### src/rtl/ssd_pkg.sv
// Shared types and constants for the seven-segment scan driver.
// Segment order is {g,f,e,d,c,b,a}, active-low.
package ssd_pkg;

  // Glyph table indexed by nibble value; the rightmost entry is glyph 0.
  localparam logic [15:0][6:0] SEG_HEX = {
    7'b0001110,  // F
    7'b0000110,  // E
    7'b0100001,  // d
    7'b1000110,  // C
    7'b0000011,  // b
    7'b0001000,  // A
    7'b0010000,  // 9
    7'b0000000,  // 8
    7'b1111000,  // 7
    7'b0000010,  // 6
    7'b0010010,  // 5
    7'b0011001,  // 4
    7'b0110000,  // 3
    7'b0100100,  // 2
    7'b1111001,  // 1
    7'b1000000   // 0
  };

  localparam logic [6:0] SEG_OFF = 7'b1111111;

  // Everything the display needs to know about one digit position.
  typedef struct packed {
    logic [3:0] nibble;
    logic       dp;
    logic       blank;
  } digit_t;

endpackage

### src/rtl/ssd_scan_driver_if.sv
// Bus between the value source (master) and the scan driver (slave).
// The blink_mask signal exists only when SSD_BLINK_EN is defined.
interface ssd_scan_driver_if #(
  parameter int NUM_DIGITS = 8
);
  logic [4*NUM_DIGITS-1:0] value;
  logic                    load;
  logic [NUM_DIGITS-1:0]   dp_mask;
  logic [NUM_DIGITS-1:0]   blank_mask;
  logic                    lz_en;
  logic                    pending;
  logic [6:0]              seg;
  logic                    dp;
  logic [NUM_DIGITS-1:0]   an;
`ifdef SSD_BLINK_EN
  logic [NUM_DIGITS-1:0]   blink_mask;

  modport master (
    output value, load, dp_mask, blank_mask, lz_en, blink_mask,
    input  pending, seg, dp, an
  );
  modport slave (
    input  value, load, dp_mask, blank_mask, lz_en, blink_mask,
    output pending, seg, dp, an
  );
`else
  modport master (
    output value, load, dp_mask, blank_mask, lz_en,
    input  pending, seg, dp, an
  );
  modport slave (
    input  value, load, dp_mask, blank_mask, lz_en,
    output pending, seg, dp, an
  );
`endif
endinterface

### src/rtl/ssd_hex_decode.sv
// Combinational nibble to active-low seven-segment glyph lookup.
module ssd_hex_decode
  import ssd_pkg::*;
(
  input  logic [3:0] nibble,
  output logic [6:0] seg
);

  assign seg = SEG_HEX[nibble];

endmodule

### src/rtl/ssd_scan_driver.sv
// Time-multiplexed common-anode seven-segment driver with a frame-synchronous
// double buffer, leading-zero suppression, blanking, decimal points and an
// anode dead time at the start of every digit slot.
// Optional blinking is compiled in with the SSD_BLINK_EN macro.
module ssd_scan_driver
  import ssd_pkg::*;
#(
  parameter int NUM_DIGITS   = 8,
  parameter int SCAN_DIV     = 50000,
  parameter int DEAD_CYCLES  = 2
`ifdef SSD_BLINK_EN
  ,
  parameter int BLINK_FRAMES = 64
`endif
) (
  input logic              clk,
  input logic              reset,
  ssd_scan_driver_if.slave bus
);

  localparam int DIV_W = $clog2(SCAN_DIV);
  localparam int IDX_W = $clog2(NUM_DIGITS);
  localparam logic [DIV_W-1:0] DIV_LAST = DIV_W'(SCAN_DIV - 1);
  localparam logic [DIV_W-1:0] DIV_DEAD = DIV_W'(DEAD_CYCLES);
  localparam logic [IDX_W-1:0] IDX_LAST = IDX_W'(NUM_DIGITS - 1);

  logic [DIV_W-1:0]      div;
  logic [IDX_W-1:0]      idx;
  logic                  slot_end;
  logic                  frame_end;
  digit_t                in_dig  [NUM_DIGITS];
  digit_t                buf_dig [NUM_DIGITS];
  digit_t                act_dig [NUM_DIGITS];
  logic                  pending;
  logic [NUM_DIGITS-1:0] sup;
  logic                  run;
  digit_t                cur;
  logic [6:0]            hex_seg;
  logic                  blink_off;
  logic                  dark;
  logic                  dp_on;
  logic [6:0]            seg_p1;
  logic                  dp_p1;
  logic [NUM_DIGITS-1:0] an_p1;

  assign slot_end  = (div == DIV_LAST);
  assign frame_end = slot_end && (idx == IDX_LAST);

  // Slot divider and digit sequencer.
  always_ff @(posedge clk) begin
    if (reset) begin
      div <= '0;
      idx <= '0;
    end else if (slot_end) begin
      div <= '0;
      idx <= (idx == IDX_LAST) ? '0 : idx + 1'b1;
    end else begin
      div <= div + 1'b1;
    end
  end

  // Regroup the packed input buses into per-digit records.
  always_comb begin
    for (int i = 0; i < NUM_DIGITS; i++) begin
      in_dig[i] = '{nibble: bus.value[4*i +: 4], dp: bus.dp_mask[i], blank: bus.blank_mask[i]};
    end
  end

  // Double buffer: loads land in the pending copy and are promoted only at a
  // frame boundary, so a frame never mixes old and new digits. A load on the
  // boundary cycle itself bypasses the pending copy.
  always_ff @(posedge clk) begin
    if (reset) begin
      pending <= 1'b0;
      for (int i = 0; i < NUM_DIGITS; i++) begin
        buf_dig[i] <= '0;
        act_dig[i] <= '0;
      end
    end else if (bus.load && frame_end) begin
      act_dig <= in_dig;
      pending <= 1'b0;
    end else if (bus.load) begin
      buf_dig <= in_dig;
      pending <= 1'b1;
    end else if (frame_end && pending) begin
      act_dig <= buf_dig;
      pending <= 1'b0;
    end
  end

`ifdef SSD_BLINK_EN
  localparam int FC_W = $clog2(BLINK_FRAMES + 1);
  logic [FC_W-1:0] fcnt;
  logic            phase_on;

  // Frame counter toggling the blink phase every BLINK_FRAMES frames.
  always_ff @(posedge clk) begin
    if (reset) begin
      fcnt     <= '0;
      phase_on <= 1'b1;
    end else if (frame_end) begin
      if (fcnt == FC_W'(BLINK_FRAMES - 1)) begin
        fcnt     <= '0;
        phase_on <= ~phase_on;
      end else begin
        fcnt <= fcnt + 1'b1;
      end
    end
  end

  assign blink_off = ~phase_on & bus.blink_mask[idx];
`else
  assign blink_off = 1'b0;
`endif

  // Leading-zero run from the top digit down; digit 0 is never suppressed.
  always_comb begin
    sup = '0;
    run = 1'b1;
    for (int i = NUM_DIGITS - 1; i >= 1; i--) begin
      run    = run & (act_dig[i].nibble == 4'h0);
      sup[i] = run & bus.lz_en;
    end
  end

  assign cur = act_dig[idx];

  ssd_hex_decode u_dec (
    .nibble (cur.nibble),
    .seg    (hex_seg)
  );

  // Suppression keeps the decimal point; blanking and blink-off do not.
  assign dark  = cur.blank | sup[idx] | blink_off;
  assign dp_on = cur.dp & ~cur.blank & ~blink_off;

  // ---- stage p1: registered pin drive, one cycle behind div/idx ----
  always_ff @(posedge clk) begin
    if (reset) begin
      seg_p1 <= SEG_OFF;
      dp_p1  <= 1'b1;
      an_p1  <= '1;
    end else begin
      seg_p1 <= dark ? SEG_OFF : hex_seg;
      dp_p1  <= ~dp_on;
      an_p1  <= (div < DIV_DEAD) ? '1 : ~(NUM_DIGITS'(1) << idx);
    end
  end

  assign bus.pending = pending;
  assign bus.seg     = seg_p1;
  assign bus.dp      = dp_p1;
  assign bus.an      = an_p1;

endmodule

### src/flat_wrapper.sv
// flat-port wrapper written by rule: the top's interface ports become plain ports
module ssd_scan_driver_flat import ssd_pkg::*;
#(
  parameter int NUM_DIGITS   = 8,
  parameter int SCAN_DIV     = 50000,
  parameter int DEAD_CYCLES  = 2

)
  (clk, reset, bus_value, bus_load, bus_dp_mask, bus_blank_mask, bus_lz_en, bus_pending, bus_seg, bus_dp, bus_an);
  ssd_scan_driver_if #(.NUM_DIGITS(NUM_DIGITS)) bus_i ();
  input logic clk;
  input logic reset;
  input wire logic [$bits(bus_i.value)-1:0] bus_value;
  input wire logic [$bits(bus_i.load)-1:0] bus_load;
  input wire logic [$bits(bus_i.dp_mask)-1:0] bus_dp_mask;
  input wire logic [$bits(bus_i.blank_mask)-1:0] bus_blank_mask;
  input wire logic [$bits(bus_i.lz_en)-1:0] bus_lz_en;
  output wire logic [$bits(bus_i.pending)-1:0] bus_pending;
  output wire logic [$bits(bus_i.seg)-1:0] bus_seg;
  output wire logic [$bits(bus_i.dp)-1:0] bus_dp;
  output wire logic [$bits(bus_i.an)-1:0] bus_an;
  assign bus_i.value = bus_value;
  assign bus_i.load = bus_load;
  assign bus_i.dp_mask = bus_dp_mask;
  assign bus_i.blank_mask = bus_blank_mask;
  assign bus_i.lz_en = bus_lz_en;
  assign bus_pending = bus_i.pending;
  assign bus_seg = bus_i.seg;
  assign bus_dp = bus_i.dp;
  assign bus_an = bus_i.an;
  ssd_scan_driver #(.NUM_DIGITS(NUM_DIGITS), .SCAN_DIV(SCAN_DIV), .DEAD_CYCLES(DEAD_CYCLES)) u_core (.clk(clk), .reset(reset), .bus(bus_i));
endmodule
### config.mk
export PLATFORM = sky130hd
export DESIGN_NAME = ssd_scan_driver_flat
export DESIGN_NICKNAME = d
export VERILOG_FILES = /design/src/rtl/ssd_pkg.sv /design/src/rtl/ssd_scan_driver_if.sv /design/src/rtl/ssd_hex_decode.sv /design/src/rtl/ssd_scan_driver.sv /design/src/flat_wrapper.sv
export SDC_FILE = /design/constraint.sdc
export NUM_CORES = 1
export LEC_CHECK = 0
export ABC_AREA = 1
export CORE_ASPECT_RATIO = 1.4
export CORE_MARGIN = 3
export CORE_UTILIZATION = 30
export CTS_CLUSTER_DIAMETER = 100
export DETAILED_ROUTE_END_ITERATION = 6
export PLACE_DENSITY = 0.51
export SLEW_MARGIN = 20
export SYNTH_ARGS = -nofsm -noshare
export SYNTH_HDL_FRONTEND = slang
export SYNTH_SLANG_ARGS = --single-unit
### constraint.sdc
create_clock -name clk -period 5.4 [get_ports clk]
set_clock_uncertainty 0.05 [all_clocks]
set_input_delay 0.54 -clock clk [delete_from_list [all_inputs] [get_ports clk]]
set_output_delay 0.54 -clock clk [all_outputs]
set_load 0.005 [all_outputs]
==> results.sh, run 1 <==
export IMPL_clock_tree_root="sky130_fd_sc_hd__clkbuf_16"
export IMPL_n_antenna_cell=0
export IMPL_path_clk_slew_ps=60
export IMPL_io_pin_count=69
export IMPL_layout_setup_ws_ps=2350
export IMPL_drcViolationCount=0
export IMPL_drt_initial_drc_count=383
export IMPL_grt_total_usage=0.145
export IMPL_dr_pass1_iters=4
export IMPL_wl_per_cell_um=12.4
export IMPL_chipWidth_um=132
export IMPL_design_die_area_um2=24000
export IMPL_numPortBuffers=68
export IMPL_timing_critical_path_from_type="flop"
export IMPL_chipHeight_um=182
export IMPL_yosysUniqueCellTypes=35
export IMPL_synthesis_instances=1020
export IMPL_core_region_area_um2=21500
export IMPL_critical_path_reg2reg_endpoint="u_core.act_dig[26]"
export IMPL_p_leak_nw=3.88
export IMPL_vdd_ir_drop_max_uv=214
export IMPL_timing_worst_setup_path_type="reg2reg"
export IMPL_most_numerous_cell_types_in_the_synthesized_netlist="sky130_fd_sc_hd__nand2_1, sky130_fd_sc_hd__inv_1, sky130_fd_sc_hd__dfxtp_1, sky130_fd_sc_hd__a21oi_1, sky130_fd_sc_hd__o21ai_0"
export IMPL_post_synth_edffs=0
export IMPL_netlist_area_um2=6660
export IMPL_synthesized_net_count=1085
export IMPL_power_per_cell_area_nw_per_um2=285
export IMPL_grt_max_degree=62
export IMPL_setup_viol=0
export IMPL_final_seq_area_um2=2640
export IMPL_grt_antenna_before_repair=0
export IMPL_fillers=2314
export IMPL_grt_pass1_wl_um=28500
export IMPL_h_tree_depth=4
export IMPL_hold_worst_slack_ps=401
export IMPL_maxCapViolations=0
export IMPL_critical_path_reg2reg_startpoint="u_core.idx[1]"
export IMPL_worstSetupEndpointType="flop"
export IMPL_synth_main_ff_cell="sky130_fd_sc_hd__dfxtp_1"
export IMPL_proportion_of_synthesized_flip_flops_having_asynchronous_set_or_reset=0
export IMPL_post_synth_main_area_contributors="sky130_fd_sc_hd__dfxtp_1, sky130_fd_sc_hd__nand2_1, sky130_fd_sc_hd__inv_1"
export IMPL_tritoncts_clock_tree="done"
export IMPL_grt_overflow_total=0
export IMPL_run_status="completed"
export IMPL_cts_num_sinks=132
export IMPL_min_path_cells=2
export IMPL_rsz0062_at_grt="false"
export IMPL_synth_seq_area_share=0.397
export IMPL_synth_top_area_cell="sky130_fd_sc_hd__dfxtp_1"
export IMPL_placed_instance_area_um2=7450
export IMPL_cts_hold_fix_buffers=0
export IMPL_worst_reg2reg_setup_slack_ps=2350
export IMPL_synth_top_cell_area_share=0.397
export IMPL_vias_per_cell=4.36
export IMPL_slew_headroom=0.299
export IMPL_clockBufferDepth=2
export IMPL_post_synth_top_count_cell="sky130_fd_sc_hd__nand2_1"
export IMPL_timing_final_hold_violations=0
export IMPL_tritoncts_num_buffers=17
export IMPL_yosysWarningCount=0
export IMPL_dr_total_vias=5945
export IMPL_synth_area_per_cell_um2=6.53
export IMPL_wirelength_um=16900
export IMPL_last_weighted_congestion_value_of_the_routability_driven_placer=0.821
export IMPL_post_cts_buffers=0
export IMPL_worstSkewPairLatency_ps=420
export IMPL_report_final_slew_viol_count=0
export IMPL_syn_to_final_growth_pct=20.6
export IMPL_hp_start="u_core.buf_dig[16]"
export IMPL_hp_class="reg2reg"
export IMPL_critPathArrivalTime_ps=3260
export IMPL_worst_pin_slew_ps=1050
export IMPL_post_route_cells_drive_above_1_share=0.0597
export IMPL_final_period_minus_worst_setup_slack_ps=3050
export IMPL_final_min_period_over_clock_period=0.565
export IMPL_floorplan_rows=63
export IMPL_ff2ff_path_depth=6
export IMPL_final_nets=1125
export IMPL_timing_hold_worst_endpoint="u_core.buf_dig[16]"
export IMPL_critical_path_peak_fanout=49
export IMPL_initial_utilization=0.309
export IMPL_first_global_vias=5685
export IMPL_post_dp_hpwl_um=11200
export IMPL_totalNegativeSetupSlack_ps=0
export IMPL_area_of_combinational_cells_with_multiple_inputs_um2=3090
export IMPL_post_place_ws_ps=2310
export IMPL_cp_data_required_time_ps=5610
export IMPL_fmaxAchievable_mhz=328
export IMPL_ys_ff_latch=132
export IMPL_post_cts_resized=0
export IMPL_fin_area_um2=8030
export IMPL_ant_nets=0
worst max-delay path, cell delays in order (launching register included):
cell and delay [ps]:
sky130_fd_sc_hd__dfxtp_1 800, sky130_fd_sc_hd__ha_1 310, sky130_fd_sc_hd__ha_1 270, sky130_fd_sc_hd__nand4_2 110, sky130_fd_sc_hd__buf_4 290, sky130_fd_sc_hd__inv_2 830
sky130_fd_sc_hd__a21oi_1 160
layout by cell type (no fill, tap or decap), drive strengths merged, types with 3 or more instances in the layout:
cell,count
clkbuf,22
inv,169
clkdlybuf4s50,67
ha,13
nor2,40
nand2,353
clkinvlp,3
o211ai,5
o21ai,57
nand3,52
buf,6
nor3,7
dfxtp,132
a21oi,115
nand4,7
clkinv,7
metal layers:
layer | vias to the layer above | global-route usage | part of all wire
met4 | 0 | 0.0588 | 0.021
met5 | - | 0 | 0
met3 | 24 | 0.0281 | 0.028
li1 | 3221 | - | -
met1 | 2610 | 0.179 | 0.47
met2 | 90 | 0.246 | 0.49
layout make-up:
cell class	instances	area share
Multi-Input combinational cell	665	0.385
Sequential cell	132	0.329
Timing Repair Buffer	73	0.0888
Inverter	171	0.0799
Clock buffer	22	0.0616
Tap cell	292	0.0455
Clock inverter	9	0.00966
flip-flops by register name, indices dropped and copies added (netlist names):
name / flops
u_core.act_dig: 48
u_core.buf_dig: 48
u_core.bus.an: 8
u_core.bus.dp: 1
u_core.bus.pending: 1
u_core.bus.seg: 7
u_core.div: 16
u_core.idx: 3
how the worst max path moves through the flow:
stage	start	end	slack (ps)
after global routing	u_core.idx[1]	u_core.act_dig[38]	2070
after detailed placement	u_core.idx[1]	u_core.act_dig[14]	2310
final	u_core.idx[1]	u_core.act_dig[26]	2350
after floorplan	u_core.idx[0]	u_core.bus.seg[3]	3490
after CTS	u_core.idx[1]	u_core.act_dig[28]	2320
after global placement	u_core.idx[1]	u_core.act_dig[44]	2410
metrics by stage:
| step | util | cells | power [mW] |
|---|---|---|---|
| final | 0.373 | 1364 | 2.29 |
| after global routing | 0.373 | 1364 | 2.39 |
| after CTS | 0.373 | 1364 | 2.32 |
| after detailed placement | 0.346 | 1333 | 1.20 |
| after global placement | 0.346 | 1333 | 1.20 |
| after floorplan | - | 1020 | 1.13 |
cells by family (layout without fill, tap and decap cells):
logic type                 Yosys count  after routing  synth area share
AOI/OAI and AO/OA                  183            183             0.150
xor gates and xnor gates             3              3           0.00395
DFF                                132            132             0.397
and+or+nand+nor                    466            466             0.286
adders and majority gates           13             13            0.0244
buffers and inverters              223            275             0.139
power breakdown:
| group | internal [mW] | switching [mW] |
|---|---|---|
| clock network | 0.686 | 0.418 |
| logic | 0.0753 | 0.0924 |
| registers | 1.00 | 0.00854 |
No activity file was read; power rests on OpenSTA's default activity.
==> inputs of run 2 (changes only) <==
- clock period: 5.4 -> 3 ns (I/O delays scaled with it)
==> run 2 against run 1 <==
Utilization rose by 0.48 points. Register-to-register slack got worse by 1900 ps. Sequential power rose by 80%.
==> results.sh, run 2 (synthesis gave the netlist of run 1 again) <==
export IMPL_layout_cells_most_common_list="sky130_fd_sc_hd__nand2_1, sky130_fd_sc_hd__inv_1, sky130_fd_sc_hd__dfxtp_1"
export IMPL_cp_slowest_stage_delay_ps=410
export IMPL_post_cts_resized=0
export IMPL_cp_data_required_time_ps=3300
export IMPL_report_final_slew_viol_count=0
export IMPL_post_place_ws_ps=354
export IMPL_grt_overflow_total=0
export IMPL_wl_per_cell_um=12.6
export IMPL_final_nets=1133
export IMPL_ant_nets=0
export IMPL_first_global_vias=5634
export IMPL_total_power_mw=4.22
export IMPL_grt_antenna_before_repair=0
export IMPL_grt_max_degree=64
export IMPL_clockBufferDepth=2
export IMPL_post_dp_hpwl_um=12100
export IMPL_path_clk_slew_ps=60
export IMPL_clock_tree_root="sky130_fd_sc_hd__clkbuf_16"
export IMPL_worstSetupEndpointType="flop"
export IMPL_numPortBuffers=68
export IMPL_worst_pin_slew_ps=725
export IMPL_core_region_area_um2=21500
export IMPL_final_period_minus_worst_setup_slack_ps=2530
export IMPL_layout_commonest_cell="sky130_fd_sc_hd__nand2_1"
export IMPL_floorplan_rows=63
export IMPL_slew_headroom=0.515
export IMPL_cts_num_sinks=132
export IMPL_chipWidth_um=132
export IMPL_maxCapViolations=0
export IMPL_hold_worst_slack_ps=395
export IMPL_timing_final_hold_violations=0
export IMPL_initial_utilization=0.309
export IMPL_post_cts_buffers=0
export IMPL_registers_with_the_highest_flip_flop_counts="u_core.act_dig (48), u_core.buf_dig (48), u_core.div (16)"
export IMPL_design_die_area_um2=24000
export IMPL_layout_setup_ws_ps=474
export IMPL_last_weighted_congestion_value_of_the_routability_driven_placer=0.873
export IMPL_fin_area_um2=8130
export IMPL_grt_total_usage=0.144
export IMPL_h_tree_depth=4
export IMPL_io_pin_count=69
export IMPL_cts_hold_fix_buffers=0
export IMPL_post_route_cells_drive_above_1_share=0.0650
export IMPL_drcViolationCount=0
export IMPL_critPathArrivalTime_ps=2830
export IMPL_worstSkewPairLatency_ps=420
export IMPL_postLayoutCoreUtil=0.378
export IMPL_setup_viol=0
export IMPL_tritoncts_num_buffers=17
export IMPL_fin_cells=1369
export IMPL_vdd_ir_drop_max_uv=392
export IMPL_p_leak_nw=3.94
export IMPL_grt_pass1_wl_um=28200
export IMPL_critical_path_peak_fanout=35
export IMPL_n_antenna_cell=0
export IMPL_run_status="completed"
export IMPL_syn_to_final_growth_pct=22.1
export IMPL_dr_total_vias=6069
export IMPL_power_per_cell_area_nw_per_um2=519
export IMPL_worst_path_max_delay_cell="sky130_fd_sc_hd__clkinvlp_4"
export IMPL_dr_pass1_iters=5
export IMPL_timing_critical_path_from_type="flop"
export IMPL_placed_cells=1341
export IMPL_hp_class="reg2reg"
export IMPL_timing_worst_setup_path_type="reg2reg"
export IMPL_vias_per_cell=4.43
export IMPL_chipHeight_um=182
export IMPL_critical_path_cell_sequence="buf_4 -> clkinvlp_4 -> nand2_1 -> nand3_1 -> nand3_1 -> nand2_1 -> inv_1 -> ha_1 -> nand3_1 -> nand2_1 -> nand2_1 -> nand3_1"
export IMPL_fmaxAchievable_mhz=396
export IMPL_final_min_period_over_clock_period=0.842
export IMPL_totalNegativeSetupSlack_ps=0
export IMPL_wirelength_um=17200
export IMPL_drt_initial_drc_count=347
export IMPL_tritoncts_clock_tree="done"
export IMPL_placed_instance_area_um2=7540
export IMPL_rsz0062_at_grt="false"
==> run 2: cell count changes in the layout (fill, tap and decap cells not counted), sizes merged <==
cell,before,now
buf,6,14
clkbuf,22,24
clkinv,7,3
clkinvlp,3,1
bufinv,1,2
==> run 2: report_power, final <==
part	internal [mW]	switching, mW
Combinational	0.140	0.164
Clock	1.36	0.737
Sequential	1.81	0.0158
==> run 2: path summary, 6_finish.rpt <==
check                 from                 to  slack, ps  cells after the start
max          u_core.idx[0]  u_core.bus.seg[0]        470                     12
min reg2reg  u_core.div[0]      u_core.div[0]        400                      1
min          u_core.div[0]      u_core.div[0]        400                      1
max reg2reg  u_core.idx[0]  u_core.bus.seg[0]        470                     12
==> run 2: worst max-delay path: cells and delay by family, from the launching register on <==
family	cells	cell delay [ps]
simple gates	8	870
buf+inv	3	900
flops	1	340
fa+ha+maj	1	280
==> run 2: final cells by class <==
cell class | instances | area [um^2]
Sequential cell | 132 | 2640
Timing Repair Buffer | 81 | 798
Inverter | 171 | 646
Fill cell | 2337 | 13400
Clock buffer | 24 | 522
Multi-Input combinational cell | 665 | 3090
Tap cell | 292 | 365
Clock inverter | 4 | 70.1
==> run 2: routing by layer <==
| layer | routed length, um | share of wire | global-route usage |
|---|---|---|---|
| met5 | 0 | 0 | 0 |
| met4 | 226 | 0.013 | 0.0479 |
| met3 | 541 | 0.031 | 0.0284 |
| met2 | 8790 | 0.51 | 0.257 |
| met1 | 7660 | 0.44 | 0.174 |
